<file path="src/rtl/ro_measure_ctrl_pkg.sv">
// Shared types and constants for the ring-oscillator measurement controller.
package ro_pkg;

    typedef enum logic [2:0] {
        IDLE,
        CLEAR,
        GATE,
        SETTLE,
        CAPTURE,
        DONE
    } ro_state_t;

    localparam int unsigned RO_CNT_W = 16;
    localparam logic [RO_CNT_W-1:0] RO_SAT_VAL = 16'hFFFF;

    function automatic int unsigned ro_max3(input int unsigned a,
                                            input int unsigned b,
                                            input int unsigned c);
        int unsigned m;
        m = a;
        if (b > m) m = b;
        if (c > m) m = c;
        return m;
    endfunction

    // Bits needed to hold a phase length minus one (the timer load value).
    function automatic int unsigned ro_bits(input int unsigned v);
        return (v < 2) ? 1 : $clog2(v);
    endfunction

endpackage

</file>
<file path="src/rtl/ro_measure_ctrl_if.sv">
// Result handshake between the measurement controller and its consumer.
interface ro_measure_ctrl_if import ro_pkg::*; ();

    logic [RO_CNT_W-1:0] result;
    logic                sat;
    logic                valid;
    logic                ready;

    modport master (output result, output sat, output valid, input ready);
    modport slave  (input result, input sat, input valid, output ready);

endinterface

</file>
<file path="src/rtl/ro_measure_ctrl_phase_timer.sv">
// Loadable down-counter shared by the CLEAR, GATE and SETTLE phases.
module ro_phase_timer #(
    parameter int unsigned W = 10
) (
    input  logic         clk,
    input  logic         reset,
    input  logic         load,
    input  logic [W-1:0] load_val,
    output logic         done
);

    logic [W-1:0] cnt;
    logic         armed;

    // Loaded with length-1 so done fires in the last cycle of the phase.
    always_ff @(posedge clk) begin
        if (reset) begin
            cnt   <= '0;
            armed <= 1'b0;
        end else if (load) begin
            cnt   <= load_val;
            armed <= 1'b1;
        end else if (armed) begin
            if (cnt == '0) begin
                armed <= 1'b0;
            end else begin
                cnt <= cnt - 1'b1;
            end
        end
    end

    assign done = armed && (cnt == '0);

endmodule

</file>
<file path="src/rtl/ro_measure_ctrl.sv">
// Gates the external Counter, captures settled counts and averages
// 2^AVG_LOG2 samples into one result delivered over a valid/ready handshake.
module ro_measure_ctrl import ro_pkg::*; #(
    parameter int unsigned CLR_CYCLES    = 4,
    parameter int unsigned GATE_CYCLES   = 1000,
    parameter int unsigned SETTLE_CYCLES = 4,
    parameter int unsigned AVG_LOG2      = 2
) (
    input  logic                clk,
    input  logic                reset,
    input  logic                start,
    input  logic [RO_CNT_W-1:0] cnt_in,
    output logic                cnt_reset,
    output logic                cnt_enable,
    output logic                busy,
    ro_measure_ctrl_if.master   res
);

    localparam int unsigned TW    = ro_bits(ro_max3(CLR_CYCLES, GATE_CYCLES, SETTLE_CYCLES));
    localparam int unsigned ACC_W = RO_CNT_W + AVG_LOG2;
    localparam int unsigned IDX_W = AVG_LOG2 + 1;

    localparam logic [TW-1:0]    CLR_LD    = TW'(CLR_CYCLES - 1);
    localparam logic [TW-1:0]    GATE_LD   = TW'(GATE_CYCLES - 1);
    localparam logic [TW-1:0]    SETTLE_LD = TW'(SETTLE_CYCLES - 1);
    localparam logic [IDX_W-1:0] LAST_IDX  = IDX_W'((1 << AVG_LOG2) - 1);

    ro_state_t         state_q, state_d;
    logic              tmr_load;
    logic [TW-1:0]     tmr_val;
    logic              tmr_done;
    logic [ACC_W-1:0]  acc_q;
    logic [ACC_W-1:0]  acc_sum;
    logic [IDX_W-1:0]  idx_q;
    logic              sat_q;
    logic              sample_sat;
    logic              last_sample;

    ro_phase_timer #(.W(TW)) u_timer (
        .clk      (clk),
        .reset    (reset),
        .load     (tmr_load),
        .load_val (tmr_val),
        .done     (tmr_done)
    );

    always_comb begin
        state_d     = state_q;
        tmr_load    = 1'b0;
        tmr_val     = '0;
        acc_sum     = acc_q + ACC_W'(cnt_in);
        sample_sat  = (cnt_in == RO_SAT_VAL);
        last_sample = (idx_q == LAST_IDX);

        unique case (state_q)
            IDLE: begin
                if (start) begin
                    state_d  = CLEAR;
                    tmr_load = 1'b1;
                    tmr_val  = CLR_LD;
                end
            end
            CLEAR: begin
                if (tmr_done) begin
                    state_d  = GATE;
                    tmr_load = 1'b1;
                    tmr_val  = GATE_LD;
                end
            end
            GATE: begin
                if (tmr_done) begin
                    state_d  = SETTLE;
                    tmr_load = 1'b1;
                    tmr_val  = SETTLE_LD;
                end
            end
            SETTLE: begin
                if (tmr_done) begin
                    state_d = CAPTURE;
                end
            end
            CAPTURE: begin
                if (last_sample) begin
                    state_d = DONE;
                end else begin
                    state_d  = CLEAR;
                    tmr_load = 1'b1;
                    tmr_val  = CLR_LD;
                end
            end
            DONE: begin
                if (res.ready) begin
                    state_d = IDLE;
                end
            end
            default: state_d = IDLE;
        endcase
    end

    always_ff @(posedge clk) begin
        if (reset) begin
            state_q <= IDLE;
        end else begin
            state_q <= state_d;
        end
    end

    // Outputs are registered from the next state so they align with it.
    always_ff @(posedge clk) begin
        if (reset) begin
            acc_q      <= '0;
            idx_q      <= '0;
            sat_q      <= 1'b0;
            cnt_reset  <= 1'b0;
            cnt_enable <= 1'b0;
            busy       <= 1'b0;
            res.valid  <= 1'b0;
            res.result <= '0;
            res.sat    <= 1'b0;
        end else begin
            cnt_reset  <= (state_d == CLEAR);
            cnt_enable <= (state_d == GATE);
            busy       <= (state_d != IDLE);
            res.valid  <= (state_d == DONE);

            if (state_q == IDLE && start) begin
                acc_q <= '0;
                idx_q <= '0;
                sat_q <= 1'b0;
            end

            if (state_q == CAPTURE) begin
                acc_q <= acc_sum;
                idx_q <= idx_q + 1'b1;
                sat_q <= sat_q | sample_sat;
                if (last_sample) begin
                    res.result <= acc_sum[AVG_LOG2 +: RO_CNT_W];
                    res.sat    <= sat_q | sample_sat;
                end
            end
        end
    end

endmodule

</file>
<file path="src/flat_wrapper.sv">
// flat-port wrapper written by rule: the top's interface ports become plain ports
module ro_measure_ctrl_flat import ro_pkg::*;
#(
    parameter int unsigned CLR_CYCLES    = 4,
    parameter int unsigned GATE_CYCLES   = 1000,
    parameter int unsigned SETTLE_CYCLES = 4,
    parameter int unsigned AVG_LOG2      = 2
)
  (clk, reset, start, cnt_in, cnt_reset, cnt_enable, busy, res_result, res_sat, res_valid, res_ready);
  ro_measure_ctrl_if res_i ();
  input  logic clk;
  input  logic reset;
  input  logic start;
  input  logic [RO_CNT_W-1:0] cnt_in;
  output logic cnt_reset;
  output logic cnt_enable;
  output logic busy;
  output wire logic [$bits(res_i.result)-1:0] res_result;
  output wire logic [$bits(res_i.sat)-1:0] res_sat;
  output wire logic [$bits(res_i.valid)-1:0] res_valid;
  input wire logic [$bits(res_i.ready)-1:0] res_ready;
  assign res_result = res_i.result;
  assign res_sat = res_i.sat;
  assign res_valid = res_i.valid;
  assign res_i.ready = res_ready;
  ro_measure_ctrl #(.CLR_CYCLES(CLR_CYCLES), .GATE_CYCLES(GATE_CYCLES), .SETTLE_CYCLES(SETTLE_CYCLES), .AVG_LOG2(AVG_LOG2)) u_core (.clk(clk), .reset(reset), .start(start), .cnt_in(cnt_in), .cnt_reset(cnt_reset), .cnt_enable(cnt_enable), .busy(busy), .res(res_i));
endmodule
</file>
<file path="config.mk">
export PLATFORM = sky130hd
export DESIGN_NAME = ro_measure_ctrl_flat
export DESIGN_NICKNAME = d
export VERILOG_FILES = /design/src/rtl/ro_measure_ctrl_pkg.sv /design/src/rtl/ro_measure_ctrl_if.sv /design/src/rtl/ro_measure_ctrl_phase_timer.sv /design/src/rtl/ro_measure_ctrl.sv /design/src/flat_wrapper.sv
export SDC_FILE = /design/constraint.sdc
export NUM_CORES = 1
export LEC_CHECK = 0
export CORE_MARGIN = 5
export CORE_UTILIZATION = 30
export CTS_CLUSTER_DIAMETER = 150
export DETAILED_ROUTE_END_ITERATION = 16
export PLACE_DENSITY = 0.51
export SLEW_MARGIN = 30
export SYNTH_ARGS = -nofsm -noshare
export SYNTH_HDL_FRONTEND = slang
export SYNTH_HIERARCHICAL = 1
export SYNTH_SLANG_ARGS = --single-unit
</file>
<file path="constraint.sdc">
create_clock -name clk -period 2.8 [get_ports clk]
set_clock_uncertainty 0.1 [all_clocks]
set_input_delay 0.42 -clock clk [delete_from_list [all_inputs] [get_ports clk]]
set_output_delay 0.42 -clock clk [all_outputs]
set_load 0.05 [all_outputs]
</file>
# After elaboration in Yosys (flattened, before gate mapping)
# Index checks and enable logic that the tools add are counted.
# totals
ff_bits	57
inputBits	20
output_inout_bits	21
# op_classes
add_sub_neg	3
n_eq_ne	11
mux	28
bitwise	1
n_reduce_logical	10
# op_table
cell	n
$mux W10	4
$pmux W10 S4	1
$mux W18	2
$mux W3	8
$add A18 B16 Y18	1
$pmux W3 S6	1
$eq A16 B16 Y1 const B	1
$eq A3 B2 Y1 const B	4
$logic_not A10 Y1	1
$sub A10 B1 Y10 const B	1
$eq A3 B3 Y1 const B	3
$mux W1	8
$eq A3 B1 Y1 const B	2
$mux W2	3
$reduce_and A2 Y1	2
$reduce_bool A2 Y1	2
$add A3 B1 Y3 const B	1
$logic_not A3 Y1	1
$pmux W1 S3	1
$reduce_bool A3 Y1	1
$logic_and A1 B1 Y1	2
$ne A2 B1 Y1 const B	1
$reduce_or A2 Y1	1
$or A1 B1 Y1	1

# Logic depth before layout (Yosys ltp)
# logic_depth
ltp_word	6
depth_mapped	13

# Modules after synthesis
# The synthesis kept the hierarchy.
# by_module_without_submodules
mod	n_inst	cells_per_inst	area_each_um2
ro_measure_ctrl	1	315	2576.2
ro_phase_timer	1	75	653.1

# Worst setup path before layout
# OpenSTA, ideal clock, no wires.
# synth_path
path_type	reg-to-reg
startpoint	register u_core.u_timer.cnt[0]
endpoint	register u_core.u_timer.cnt[1]
setup_time_ns	0.091
arrival_time_ns	2.830
path_slack_ns	-0.221
stages_incl_launch_ff	13
path_buffers	1
synth_period_minus_slack_ns	3.021
cell_sequence	dfxtp_1 -> inv_1 -> ha_1 -> or4b_4 -> nor3_1 -> and2_1 -> nand2_1 -> a21oi_1 -> a31oi_1 -> o22ai_1 -> clkinv_1 -> clkbuf_1 -> a311oi_1
# synth_via
elab_chain_cells	6
elab_cells_between_ends	14
cone_classes	add/sub (1); eq/ne (1); mux (8); reduce/logical (4)
# synth_rtl
item	line_no	source
start: declaration	ro_measure_ctrl_phase_timer.sv:12	logic [W-1:0] cnt;
start signal: assignment	ro_measure_ctrl_phase_timer.sv:21	cnt <= load_val;
start signal: assignment	ro_measure_ctrl_phase_timer.sv:27	cnt <= cnt - 1'b1;
$logic_not A10 Y1 *	ro_measure_ctrl_phase_timer.sv:32	assign done = armed && (cnt == '0);
$logic_and A1 B1 Y1 *	ro_measure_ctrl_phase_timer.sv:32	
named net u_core.tmr_done	ro_measure_ctrl.sv:31	logic tmr_done;
$mux W1 *	ro_measure_ctrl.sv:64, ro_measure_ctrl.sv:71	
$pmux W1 S3 *	ro_measure_ctrl.sv:55	unique case (state_q)
named net u_core.tmr_load	ro_measure_ctrl.sv:29	logic tmr_load;
$ne A2 B1 Y1 (no line) / $reduce_bool A2 Y1 (equally long branches)	-	
$reduce_and A2 Y1 (no line)	-	
# Mark *: on every way through the listed nets, which the timed path passes. The rest lies on a longest branch. The select of a mux whose other input is x is not followed.
# A chain may end at the register's enable or synchronous reset.

# Worst setup path in the final report
# layout_path
startpoint	register u_core.u_timer.cnt[1]
endpoint	register u_core.u_timer.cnt[2]
# Same word-level chain as after synthesis.

==> metrics.txt <==
status completed; CTS Buf Count 9; post-synth design cell area between 3000 and 4000 um2; first-pass GRT wire length 15,810 um; critical path type reg2reg; post-synth top area share 0.3534; Hold WC Path Type reg2reg; R2R Path Start u_core/u_timer/cnt[1]; number of diodes 0; yosys warns 6; count of final hold-check violations 0; synthesized area per cell between 8 and 9 um2; Routed Antenna Nets 0; reg2reg end u_core/u_timer/cnt[2]; via count roughly 3,100; Vias/cell 5.152; most common cell in the synthesized netlist dfxtp_1; final std cells w/o fill around 610; clock root buffer clkbuf_8; reg2reg path depth 13; number of DRC markers in iteration 0 between 150 and 200; count of distinct cell types in the synthesized netlist between 60 and 70; DRT Pass-1 Iters 4; Max Cap Viol 0; Setup WS post-layout approximately 0.12 ns; fin crit share 0.9587; Placement Setup Slack -0.1513 ns; number of buffers and inverters on the critical path 3; DIE WIDTH about 110 um; EDFF count, synth 0; Inst Count DP 589; Final #Nets approximately 510; core area about 10,000 um2; CP max FO 6; post-detail-place hpwl around 6700 um; drc violations 0; sequential element share of the synthesized area 0.3534; hold_ws between 0.3 and 0.4 ns; hold depth 2; final setup fails 0; clk_lat worst skew roughly 0.34 ns; pin count of the biggest net entering global routing 41; Rows 37; CP Launch Type flip-flop; crit path time final 2.684 ns; r2r setup slk roughly 0.12 ns; fmax between 0.3 and 0.4 GHz; share of layout cells above drive strength 1 0.1809; area leader, netlist dfxtp_1; GPL Wtd Cong 0.8203; initial core utilization 0.3100; # clock sinks 57; worst slew pin tran 0.8238 ns; most frequent cells after synthesis dfxtp_1, nor2_1, nand2_1; Syn-to-layout area delta 34.91%; ys flop type dfxtp_1; Hold-fix buffers, CTS 0; Synth area leaders dfxtp_1, ha_1, nor2_1; clk buf depth 2; number of global-route vias before repair approximately 3,200; Routed WL about 9300 um; asr flop ratio synth 0; Total GRT Usage 0.1519; HP Start u_core/res.result[2]; Leak Pwr 1.686 nW; Avg WL per Cell around 15 um; H-Tree Depth 3; type of destination of the critical path flip-flop; final core utilization 0.4183; port bufs 40; FF+latch count, synth 57; maximum VDD drop around 0.22 mV; unrepaired setup endpoints after global routing yes; Slew Viols, Final 0; Arrival @ worst endpoint around 2.8 ns; CP max-delay cell or4b_4; Hold Path End u_core/res.result[2]; worst endpoint required time ~2.9 ns; CTS tree done; CP Cell Sequence inv_2 > ha_4 > or4b_4 > nor3_4 > and2_4 > nand2_1 > a21oi_1 > a31oi_1 > o22ai_2 > inv_4 > buf_4 > nor2_1 > nor3_2; cell family with most CP delay simple AND/OR/NAND/NOR gates; Synth Instances 390; Pwr per Cell Area between 400 and 500 nW/um2; Slew headroom 0.4497; I/O Pins 41; height of the die around 110 um; initial antenna violation count 0; DIE AREA ~13,000 um2; total global routing overflow 0; Clock transition at path regs around 0.070 ns; CP max stage delay 0.49 ns
[how the worst max path moves through the flow]
| stage | startpoint | endpoint | slack (ns) | depth (start not counted) |
|---|---|---|---|---|
| floorplan | u_core/u_timer/cnt[0] | u_core/u_timer/cnt[1] | 0.004 | 12 |
| global placement | cnt_in[0] | u_core/acc_q[14] | -0.14 | 10 |
| detailed placement | cnt_in[0] | u_core/res.result[14] | -0.15 | 9 |
| CTS | u_core/u_timer/cnt[0] | u_core/u_timer/cnt[3] | 0.06 | 12 |
| global route | u_core/u_timer/cnt[1] | u_core/u_timer/cnt[7] | -0.03 | 13 |
| finish | u_core/u_timer/cnt[1] | u_core/u_timer/cnt[2] | 0.12 | 13 |
[layout make-up]
cell class / instances / area [um2]
Inverter: 7 / 28.78
Timing Repair Buffer: 84 / 755.7
Clock inverter: 3 / 65.06
Sequential cell: 57 / 1144
Tap cell: 136 / 170.2
Clock buffer: 12 / 145.1
Fill cell: 1081 / 6060
Multi-Input combinational cell: 307 / 2048
[per-stage QoR]
| stage | power (W) | instance area [um2] | TNS (ns) |
|---|---|---|---|
| finish | 0.002138 | 4357 | 0 |
| global route | 0.002255 | 4357 | -0.09267 |
| CTS | 0.002126 | 4263 | 0 |
| detailed placement | 0.001253 | 4048 | -0.8532 |
| global placement | 0.001252 | 4048 | -0.5429 |
| floorplan | 0.001102 | 3242 | 0 |
[repair_timing]
| action | CTS | global route |
|---|---|---|
| pin swaps | 0 | 6 |
| cloned | 0 | 1 |
| resized for setup | 1 | 16 |
| endpoints found under the setup margin | 3 | 10 |
| buffers inserted | 0 | 1 |
[sequential cells by signal, summed over array words and instances, names as in the netlist]
register,flops
u_core/u_timer/armed,1
u_core/cnt_reset,1
u_core/busy,1
u_core/state_q,3
u_core/acc_q,18
u_core/res.valid,1
u_core/u_timer/cnt,10
u_core/sat_q,1
u_core/res.result,16
u_core/res.sat,1
u_core/idx_q,3
u_core/cnt_enable,1
[worst register-to-register path: cells and delay by family, from the launching register on]
| kind | cells | cell delay [ns] |
|---|---|---|
| AOI/OAI and AO/OA | 3 | 0.50 |
| adders and majority gates | 1 | 0.14 |
| buffers and inverters | 3 | 0.35 |
| DFF | 1 | 0.33 |
| and+or+nand+nor | 6 | 1.12 |
[metal layers]
layer  GRT usage  wire [um]  up-vias
li1            -          -     1602
met5           0          0        -
met4     0.04247        115        0
met2      0.2544       4514       73
met3     0.04191        454       10
met1      0.1911       4264     1437
[cells in the final DEF (no fill, tap or decap), types with 5 or more instances in the layout]
master and count:
dfxtp_1 55, nand2_1 44, nor2_1 44, buf_4 42, clkdlybuf4s50_1 39, a21oi_1 33, ha_1 18, o21ai_0 16
xnor2_1 12, clkbuf_8 10, nor3_1 9, a211oi_1 8, or3_1 7, nand4_1 7, a22oi_1 7, nand3_1 5
a22o_1 5
[power by group]
| part | leakage (nW) | switching, W | internal, W | total (W) |
|---|---|---|---|---|
| registers | 0.463 | 0.0000215 | 0.000838 | 0.000859 |
| logic | 1.12 | 0.000219 | 0.000202 | 0.000421 |
| clock network | 0.106 | 0.000338 | 0.000520 | 0.000858 |
[cell families after synthesis]
group	Yosys count	synth area share
and+or+nand+nor	152	0.2317
AOI/OAI and AO/OA	114	0.2460
DFF	57	0.3534
buffers and inverters	27	0.03486
adders and majority gates	20	0.07981
xor gates and xnor gates	15	0.04068
muxes	4	0.01240
other	1	0.001161
No activity file was read; power rests on OpenSTA's default activity.
